### src/rtl/dmem_arbiter.sv
// rtl/dmem_arbiter.sv - two-requester round-robin data memory arbiter with access checking
module dmem_arbiter #(
  parameter int unsigned MEM_BYTES = 1024
) (
  input  logic        clk,
  input  logic        rst,
  input  logic        m0_req,
  input  logic        m0_we,
  input  logic [31:0] m0_addr,
  input  logic [31:0] m0_wdata,
  input  logic [2:0]  m0_funct3,
  output logic        m0_gnt,
  output logic        m0_done,
  output logic [31:0] m0_rdata,
  output logic        m0_err,
  input  logic        m1_req,
  input  logic        m1_we,
  input  logic [31:0] m1_addr,
  input  logic [31:0] m1_wdata,
  input  logic [2:0]  m1_funct3,
  output logic        m1_gnt,
  output logic        m1_done,
  output logic [31:0] m1_rdata,
  output logic        m1_err,
  output logic        mem_read,
  output logic        mem_write,
  output logic [31:0] mem_address,
  output logic [31:0] mem_write_data,
  output logic [2:0]  mem_funct3,
  input  logic [31:0] mem_read_data,
  output logic [7:0]  err_count
);

  typedef enum logic [1:0] {
    IDLE   = 2'd0,
    ACCESS = 2'd1,
    RESP   = 2'd2
  } state_t;

  state_t      state_q, state_d;
  logic        last_q, last_d;
  logic        accept;

  logic        idx_q;
  logic        we_q;
  logic [31:0] addr_q;
  logic [31:0] wdata_q;
  logic [2:0]  funct3_q;
  logic        bad_q;

  logic [31:0] rdata0_q, rdata1_q;
  logic        err0_q, err1_q;
  logic [7:0]  err_count_q;

  logic        any_req;
  logic        win;
  logic        sel_we;
  logic [31:0] sel_addr;
  logic [31:0] sel_wdata;
  logic [2:0]  sel_funct3;
  logic        sel_bad;

  // Illegal size code, misalignment, or an access whose last byte lies past
  // the end of memory. The end address is formed in 33 bits so that an access
  // near 0xFFFFFFFF cannot wrap back into range.
  function automatic logic cmd_bad(input logic f_we, input logic [31:0] f_addr,
                                   input logic [2:0] f_funct3);
    logic       bad;
    logic [2:0] sz;
    logic [32:0] end_excl;
    bad = 1'b0;
    sz  = 3'd0;
    case (f_funct3)
      3'b000: sz = 3'd1;
      3'b001: begin
        sz  = 3'd2;
        bad = f_addr[0];
      end
      3'b010: begin
        sz  = 3'd4;
        bad = (f_addr[1:0] != 2'b00);
      end
      3'b100: begin
        sz  = 3'd1;
        bad = f_we;
      end
      3'b101: begin
        sz  = 3'd2;
        bad = f_we | f_addr[0];
      end
      default: bad = 1'b1;
    endcase
    end_excl = {1'b0, f_addr} + {30'd0, sz};
    if (end_excl > 33'(MEM_BYTES)) begin
      bad = 1'b1;
    end
    return bad;
  endfunction

  // Round-robin choice: on contention the requester that did not win last time.
  assign any_req    = m0_req | m1_req;
  assign win        = (m0_req & m1_req) ? ~last_q : m1_req;
  assign sel_we     = win ? m1_we     : m0_we;
  assign sel_addr   = win ? m1_addr   : m0_addr;
  assign sel_wdata  = win ? m1_wdata  : m0_wdata;
  assign sel_funct3 = win ? m1_funct3 : m0_funct3;
  assign sel_bad    = cmd_bad(sel_we, sel_addr, sel_funct3);

  // Next-state logic: erroneous requests skip the memory cycle entirely.
  always_comb begin
    state_d = state_q;
    last_d  = last_q;
    accept  = 1'b0;
    case (state_q)
      IDLE: begin
        if (any_req) begin
          accept  = 1'b1;
          last_d  = win;
          state_d = sel_bad ? RESP : ACCESS;
        end
      end
      ACCESS:  state_d = RESP;
      RESP:    state_d = IDLE;
      default: state_d = IDLE;
    endcase
  end

  // State and round-robin pointer; after reset requester 0 wins a tie.
  always_ff @(posedge clk) begin
    if (rst) begin
      state_q <= IDLE;
      last_q  <= 1'b1;
    end else begin
      state_q <= state_d;
      last_q  <= last_d;
    end
  end

  // Latch the winning command so requesters cannot disturb an access in flight.
  always_ff @(posedge clk) begin
    if (rst) begin
      idx_q    <= 1'b0;
      we_q     <= 1'b0;
      addr_q   <= 32'd0;
      wdata_q  <= 32'd0;
      funct3_q <= 3'd0;
      bad_q    <= 1'b0;
    end else if (accept) begin
      idx_q    <= win;
      we_q     <= sel_we;
      addr_q   <= sel_addr;
      wdata_q  <= sel_wdata;
      funct3_q <= sel_funct3;
      bad_q    <= sel_bad;
    end
  end

  // Per-requester response registers; only the winner's pair is ever touched.
  always_ff @(posedge clk) begin
    if (rst) begin
      rdata0_q <= 32'd0;
      rdata1_q <= 32'd0;
      err0_q   <= 1'b0;
      err1_q   <= 1'b0;
    end else if (accept) begin
      if (win) begin
        err1_q <= sel_bad;
        if (sel_bad) rdata1_q <= 32'd0;
      end else begin
        err0_q <= sel_bad;
        if (sel_bad) rdata0_q <= 32'd0;
      end
    end else if (state_q == ACCESS) begin
      if (idx_q) rdata1_q <= we_q ? 32'd0 : mem_read_data;
      else       rdata0_q <= we_q ? 32'd0 : mem_read_data;
    end
  end

  // Saturating count of error responses.
  always_ff @(posedge clk) begin
    if (rst) begin
      err_count_q <= 8'd0;
    end else if ((state_q == RESP) && bad_q && (err_count_q != 8'hFF)) begin
      err_count_q <= err_count_q + 8'd1;
    end
  end

  // Output decode; reset forces every output low, including a store in flight.
  always_comb begin
    m0_gnt         = 1'b0;
    m1_gnt         = 1'b0;
    m0_done        = 1'b0;
    m1_done        = 1'b0;
    m0_rdata       = 32'd0;
    m1_rdata       = 32'd0;
    m0_err         = 1'b0;
    m1_err         = 1'b0;
    mem_read       = 1'b0;
    mem_write      = 1'b0;
    mem_address    = 32'd0;
    mem_write_data = 32'd0;
    mem_funct3     = 3'd0;
    err_count      = 8'd0;
    if (!rst) begin
      if (state_q == ACCESS) begin
        mem_read       = ~we_q;
        mem_write      = we_q;
        mem_address    = addr_q;
        mem_write_data = wdata_q;
        mem_funct3     = funct3_q;
        m0_gnt         = ~idx_q;
        m1_gnt         = idx_q;
      end
      if (state_q == RESP) begin
        m0_done = ~idx_q;
        m1_done = idx_q;
      end
      m0_rdata  = rdata0_q;
      m1_rdata  = rdata1_q;
      m0_err    = err0_q;
      m1_err    = err1_q;
      err_count = err_count_q;
    end
  end

endmodule

### config.mk
export PLATFORM = sky130hd
export DESIGN_NAME = dmem_arbiter
export DESIGN_NICKNAME = d
export VERILOG_FILES = /design/src/rtl/dmem_arbiter.sv
export SDC_FILE = /design/constraint.sdc
export NUM_CORES = 1
export LEC_CHECK = 0
export CORE_ASPECT_RATIO = 0.7
export CORE_MARGIN = 4
export CORE_UTILIZATION = 40
export CTS_BUF_LIST = sky130_fd_sc_hd__clkbuf_4
export DETAILED_ROUTE_END_ITERATION = 7
export GPL_TIMING_DRIVEN = 0
export PLACE_DENSITY = 0.74
export SETUP_SLACK_MARGIN = 0.15
export SYNTH_ARGS = -nofsm -noshare
export SYNTH_HDL_FRONTEND = slang
export SYNTH_SLANG_ARGS = --single-unit
### constraint.sdc
create_clock -name clk -period 5.1 [get_ports clk]
set_clock_uncertainty 0.2 [all_clocks]
set_input_delay 1.02 -clock clk [delete_from_list [all_inputs] [get_ports clk]]
set_output_delay 1.02 -clock clk [all_outputs]
set_load 0.02 [all_outputs]
==> parameters.txt, run 1 <==
Parameter                              Value

Run status
  Result of the run    completed

CTS
  Clock-pin slew on the worst setup and hold paths    between 100 and 150 ps
  Sinks on the clock net    around 150
  Total clock buffers created by CTS    17
  Cts-stage hold buffer count    0
  Insertion delay of the later-clocked pin in the worst-skew pair    approximately 550 ps
  H-tree depth    4
  TritonCTS clock tree    done
  Max Root-Sink Buffers    2
  Clk Tree Root Cell    clkbuf_4

Cells and area
  Relative area change from synthesis to final layout    46.50%
  Most frequent cells in the layout    clkdlybuf4s50_1, dfxtp_1, nand2_1, nor2b_1
  Final std cells w/o fill    ~1.7k
  Antenna diode count    0
  Commonest non-fill, non-tap cell in the layout    clkdlybuf4s50_1
  Net total in the final layout    between 1.5k and 2k
  Layout cell share with drive strength beyond 1    a little under a tenth
  Share of the core filled with cells    between 50% and 60%

Detailed routing
  Routed wirelength normalized by instance count    ~20 um
  Initial detailed-routing violation count    868
  Antenna-violating nets left    0
  Via count of the routed design    about 9.5k
  First drt pass iteration count    5
  Routed via count divided by cell count    between 5 and 6
  Number of DRC violations after detailed routing    0
  Drt total wl    33.63 mm

Logic synthesis
  Cell area after synthesis    roughly 8800 um^2
  Distinct cell type count of the synthesized netlist    67
  Share of synthesized flip-flops with an asynchronous set or reset    0%
  Mean Syn Cell Area    roughly 8.1 um^2
  Sequential share of the synthesized area    between 30% and 40%
  Number of warnings printed during yosys synthesis    0
  Most instantiated flip-flop cell in the synthesis netlist    dfxtp_1
  Synthesized flop and latch total    between 100 and 150
  Gate count of the mapped netlist    approximately 1.1k
  Post-synth EDFFs    0
  Post-synthesis net count    ~1.3k

Floorplanning
  Initial core utilization    about two fifths
  Core region area    21620 um^2
  Die width    185 um
  Die area    about 24000 um^2
  Die height    ~130 um
  Standard-cell rows    between 40 and 50
  Number of I/O pins    ~320

Global route
  Number of antenna violations at the first check in global routing    1
  Pin count of the biggest net entering global routing    20
  Total Routing Usage GR    a little over a quarter
  Global Route met2 Usage    roughly two fifths
  Via count of the first global-routing pass    approximately 9.3k
  Most Crowded Layer GR    met2
  Met1 capacity usage during global routing    approximately 37%
  First-pass GRT wire length    between 50 and 60 mm
  Sum of overflow across all layers after global routing    0
  Met3 capacity usage during global routing    ~7.9%

STA
  Tightest slew margin relative to the limit    between 10% and 20%
  Final worst slack    239.7 ps
  Post-route fraction of the period consumed by the critical path    about 95%
  Number of endpoints failing setup at the final stage    0
  Highest clock frequency the design can meet    approximately 200 MHz
  Setup repair after global routing missed its margin    false
  Final critical-path required period    4860 ps
  Worst-margin pin slew    1222 ps
  Worst hold slack across all endpoints    between 200 and 300 ps
  Number of slew-limit violations in the final report    0
  Sum of negative setup slack    0 ps
  Hold Fails Final Rpt    0

Worst setup path
  Startpoint type of the worst setup path    input port
  CP Data Required Time    ~5400 ps
  Type of the worst setup path    in -> reg
  Crit-path max FO    10
  Critical Path End Type    flop
  Worst endpoint data arrival time    5120 ps

Placed design
  Routability-driven placement congestion ratio    between 0.8 and 0.9
  Total placed cells including tap cells    approximately 1.7k
  Minimum setup slack after placement    -1676 ps
  Port buffer count    approximately 320
  Hpwl dp    26.31 mm

Pwr
  Power density over the cells    198.5 nW/um^2
  Leak Pwr    between 4 and 5 nW
  Worst IR Drop VDD    approximately 130 uV

Run
  Max_cap viols    0

Worst hold path
  Class of the worst hold path    reg -> reg
## critical path, stage by stage
cell and delay [ps]:
dlygate4sd2_1 290, a21bo_4 220, buf_12 150, buf_12 160, mux2i_4 240, and2_1 150, ha_2 190, inv_1 50
fa_2 360, nor2b_1 120, buf_4 150, o2111ai_1 170, a211oi_2 510, a21oi_1 130, a211o_1 350, a211o_1 310
buf_6 150, buf_6 160, o31ai_2 220
## repair_timing
action                                  CTS  global route
pin swaps                                 4             5
resized for setup                        32            12
endpoints found under the setup margin  150            69
cloned                                    0             0
buffers inserted                          7             8
## synthesized netlist by cell type (2+ instances only)
library cell  instances  share of area, %
o31ai_1               4              0.34
ha_1                  4              0.57
mux2_2                4              0.51
o31a_1                4              0.40
nand2b_1              3              0.21
o2111a_1              2              0.26
buf_2                10              0.57
a22oi_1              65               5.6
nand3_1              30               1.7
nor4_2                3              0.43
or3_1                 9              0.64
nor3_1                9              0.51
nand4_1               8              0.57
buf_1                 3              0.13
o31ai_2              29               4.1
nand2_1             133               5.7
a211oi_1             35               3.0
inv_1                 7              0.30
xnor2_1               9              0.90
a41oi_1               2              0.20
a311oi_1              6              0.60
and2_1               73               5.2
a21oi_1              45               2.6
a2bb2oi_1            32               3.2
o2111ai_1             4              0.40
xor2_1               15               1.5
a31oi_1               5              0.36
a211o_1               2              0.20
dfxtp_1             147                34
mux2i_1              34               3.9
o21ai_1              33               1.9
nor4b_1               2              0.20
clkbuf_1             67               2.9
o211ai_1              4              0.34
nor2b_1             107               7.6
nor4_1                2              0.14
buf_6                 9               1.2
nor2_1               73               3.1
o21ai_0               7              0.40
and3_1               11              0.78
and4_1                3              0.30
## cells by family (layout without fill, tap and decap cells)
logic type	Yosys count	after routing	synth area share, %
compound gates	295	295	25.60
xor+xnor	24	24	2.396
fa+ha+maj	5	5	0.7988
buf+inv	96	455	5.021
flops	147	147	33.55
mux	40	40	4.778
simple gates	473	473	27.86
## path summary, 6_finish.rpt
| kind | cells past startpoint | start | slack (ps) | end |
|---|---|---|---|---|
| max | 19 | m1_req | 240 | rdata0_q[23] |
| min | 2 | wdata_q[1] | 250 | wdata_q[1] |
| max reg2reg | 18 | last_q | 600 | rdata0_q[23] |
| min reg2reg | 2 | wdata_q[1] | 250 | wdata_q[1] |
## routing by layer
layer	up-vias	part of all wire, %
met5	-	0.039
met4	2	1.3
met3	35	9.4
met2	415	45
met1	4487	44
li1	4564	-
## where the power goes
part           internal [mW]  switching (mW)
sequential              1.20          0.0283
combinational          0.268           0.296
clock                  0.256           0.499
total                   1.73           0.823
## cell type report
type,count,area (um^2)
Fill cell,2020,8770
Multi-Input combinational cell,837,5504
Timing Repair Buffer,333,3294
Sequential cell,147,2943
Buffer,84,456.7
Tap cell,282,352.8
Clock inverter,14,146.4
Clock buffer,17,127.6
Inverter,7,26.28
## metrics by stage
| step | cell area (um^2) | total power [mW] |
|---|---|---|
| 5_1_grt | 12850 | 2.659 |
| 2_1_floorplan | 8791 | 1.520 |
| 6_report | 12850 | 2.551 |
| 3_3_place_gp | 12330 | 1.780 |
| 4_1_cts | 12750 | 2.539 |
| 3_5_place_dp | 12330 | 1.788 |
## flip-flops by register name, indices dropped and copies added, names as in the netlist
name / count
state_q: 2
idx_q: 1
err1_q: 1
err0_q: 1
rdata1_q: 32
rdata0_q: 32
addr_q: 32
we_q: 1
bad_q: 1
funct3_q: 3
err_count_q: 8
wdata_q: 32
last_q: 1
Note: power is estimated with default switching activity, not from simulation.
==> run 2, diff against run 1 <==
- CTS_CLUSTER_DIAMETER: default -> 50
- PLACE_DENSITY: 0.74 -> 0.71
- clock period: 5.1 -> 5.2 ns (I/O delays scaled with it)
==> run 2 against run 1 <==
  * Clock power is 2% lower
  * Critical path depth stayed put
  * Clock-buffer cell count stayed put
  * Final cell count is 0.17% lower
  * Die area stayed put
  * Total power is 1.9% lower
  * Global-route usage is 0.16 points lower
  * First-iteration DRC count is 1.7% lower
  * Sequential power hardly changed
  * Non-clock buffer count is 3 lower
  * Sequential share of layout area hardly changed
  * Register-to-register slack better by 70 ps
==> parameters.txt, run 2 (same netlist as run 1, synthesis figures left out) <==
Parameter                              Value

Worst setup path
  Critical Path End Type    flop
  CP Data Required Time    5460 ps (+100 ps)
  Worst endpoint data arrival time    5230 ps (+110 ps)
  Launching point of the worst reg2reg path    last_q
  Crit-path max FO    10 (unchanged)
  Startpoint type of the worst setup path    input port
  Endpoint of the worst setup timing path    rdata0_q[27]
  Most repeated library cell on the critical path    buf_6
  Buffers & Inverters on Critical Path    6 (-1)
  Family of cells with the greatest summed delay on the critical path    buffers and inverters
  Start point of the critical path    m1_req
  Critical path cell sequence    dlygate4sd2_1 -> a21boi_4 -> buf_6 -> buf_6 -> mux2i_2 -> nand2_1 -> nor2_1 -> ha_4 -> nor2b_1 -> buf_4 -> o2111a_2 -> o221ai_4 -> nor4_4 -> xnor2_1 -> nor4_2 -> nand4_2 -> buf_6 -> buf_6 -> o31ai_2
  Terminus of the critical flop-to-flop path    err0_q
  Type of the worst setup path    in -> reg
  Library cell contributing the largest single delay on the critical path    o221ai_4
  Largest stage delay on the critical path    320 ps (-190 ps)
  Logic depth of the worst path, buffers included    19 (unchanged)
  Setup slack on the worst flop-to-flop path    670 ps (+70 ps)
  Worst r2r path cells    19 (+1)

Pwr
  Sequential power share    48.3% (about the same)
  Worst IR Drop VDD    121.8 uV (-4.2%)
  Net switching share of the total power    32.40% (+0.13 points)
  Power density over the cells    195.1 nW/um^2 (-1.7%)
  Portion of total power attributed to combinational logic    22.0% (about the same)
  Leak Pwr    4.670 nW (-0.24%)
  Power Internal    1.692 mW (-2.1%)
  Clock network fraction of design power    29.7% (about the same)
  Net Switching    0.8109 mW (-1.5%)

Worst hold path
  Class of the worst hold path    reg -> reg
  Startpoint of the most critical hold path    wdata_q[28]

Cells and area
  Layout cell share with drive strength beyond 1    8.844% (-0.19 points)
  Commonest non-fill, non-tap cell in the layout    clkdlybuf4s50_1
  Net total in the final layout    1601 (-0.19%)
  Relative area change from synthesis to final layout    46.24%
  Final std cells w/o fill    1718 (-0.17%)
  Layout filler cell count    1982 (-1.9%)
  Antenna diode count    0 (unchanged)
  Most frequent cells in the layout    clkdlybuf4s50_1, dfxtp_1, nand2_1, nor2b_1

Placed design
  Port buffer count    318 (unchanged)
  Minimum setup slack after placement    -1568 ps (+108.0 ps)
  Total placed cells including tap cells    1680 (unchanged)
  Hpwl dp    26.54 mm (+0.86%)
  Routability-driven placement congestion ratio    0.9288 (+4.6%)

CTS
  Sinks on the clock net    147 (unchanged)
  Max Root-Sink Buffers    2 (unchanged)
  Clock-pin slew on the worst setup and hold paths    130 ps (about the same)
  TritonCTS clock tree    done
  Clk Tree Root Cell    clkbuf_4
  H-tree depth    4 (unchanged)
  Total clock buffers created by CTS    17 (unchanged)
  Insertion delay of the later-clocked pin in the worst-skew pair    540 ps (about the same)

STA
  Number of endpoints failing setup at the final stage    0 (unchanged)
  Hold Fails Final Rpt    0 (unchanged)
  Final worst slack    236.3 ps (-3.405 ps)
  Number of slew-limit violations in the final report    0 (unchanged)
  Setup repair after global routing missed its margin    false
  Highest clock frequency the design can meet    ~200 MHz
  Worst-margin pin slew    1258 ps (+35.86 ps)
  Tightest slew margin relative to the limit    15.47% (-2.4 points)
  Final critical-path required period    ~5000 ps
  Post-route fraction of the period consumed by the critical path    95.46%

Detailed routing
  Number of DRC violations after detailed routing    0 (unchanged)
  Via count of the routed design    9482 (-0.22%)
  Routed wirelength normalized by instance count    19.80 um (+1.3%)
  Antenna-violating nets left    0 (unchanged)
  Drt total wl    34.02 mm (+1.2%)
  Initial detailed-routing violation count    853 (-1.7%)
  Routed via count divided by cell count    5.519 (about the same)
  First drt pass iteration count    5 (unchanged)

Floorplanning
  Number of I/O pins    319 (unchanged)
  Standard-cell rows    45 (unchanged)
  Core region area    21620 um^2 (unchanged)
  Die area    24400 um^2 (unchanged)
  Die height    131.9 um (unchanged)
  Die width    185 um (unchanged)
  Initial core utilization    40.57% (unchanged)

Global route
  Pin count of the biggest net entering global routing    20 (unchanged)
  Total Routing Usage GR    26.30% (-0.16 points)
  Number of antenna violations at the first check in global routing    0 (-1)
  Via count of the first global-routing pass    9060 (-2.2%)
  First-pass GRT wire length    50.85 mm (-1.4%)
  Sum of overflow across all layers after global routing    0 (unchanged)

Run status
  Result of the run    completed

Run
  Max_cap viols    0 (unchanged)
run 2: cell type report:
type / count / area [um^2] / share of cell area [%]
timing repair buffer: 329 / 3266 / 25.46
tap: 282 / 352.8 / 2.750
buffer: 85 / 459.2 / 3.579
clock buffer: 17 / 127.6 / 0.9948
sequential: 147 / 2943 / 22.94
clock inverter: 14 / 146.4 / 1.141
inverter: 7 / 26.28 / 0.2048
multi-input combinational: 837 / 5508 / 42.93
run 2: power groups by stage:
stage / clock [mW] / combinational (mW) / sequential (mW)
2_1_floorplan: 0 / 0.265 / 1.22
3_3_place_gp: 0 / 0.513 / 1.23
3_5_place_dp: 0 / 0.517 / 1.23
4_1_cts: 0.752 / 0.534 / 1.21
5_1_grt: 0.802 / 0.592 / 1.21
6_report: 0.743 / 0.552 / 1.21
run 2: routing by layer:
metal | GRT usage [%] | vias up | share of wire (%)
met5 | 0 | - | 0
met4 | 5.827 | 0 | 1.4
met3 | 7.391 | 33 | 9.5
met2 | 40.26 | 420 | 43
met1 | 36.99 | 4473 | 46
li1 | - | 4556 | -
run 2: how the worst min path moves through the flow:
stage / end / slack [ps] / cells after the start
finish: wdata_q[28] / 260 / 2
global route: wdata_q[4] / 280 / 2
CTS: wdata_q[28] / 260 / 2
detailed placement: wdata_q[28] / 240 / 2
global placement: wdata_q[22] / 230 / 2
floorplan: wdata_q[0] / 230 / 2
run 2: repair_timing:
action                     in CTS  in global routing
setup buffers                   6                  5
setup endpoints to repair     114                 70
hold buffers                    0                  0
pin swaps                       3                  8
resized for setup              32                 18
run 2: stage by stage:
stage          hold WS (ps)  util (%)  total power [mW]  TNS (ps)  instance area [um^2]
2_1_floorplan         227.3         -             1.489         0                  8778
3_3_place_gp          234.2     56.96             1.744    -98980                 12310
3_5_place_dp          240.3     56.96             1.749   -100140                 12310
4_1_cts               256.8     58.93             2.494         0                 12740
5_1_grt               279.0     59.33             2.608         0                 12830
6_report              256.9     59.33             2.503         0                 12830
run 2: tightest hold or removal path: stages, from the launching register on:
cell,delay [ps]
dfxtp_1,330
nand2_1,50
a21oi_1,50
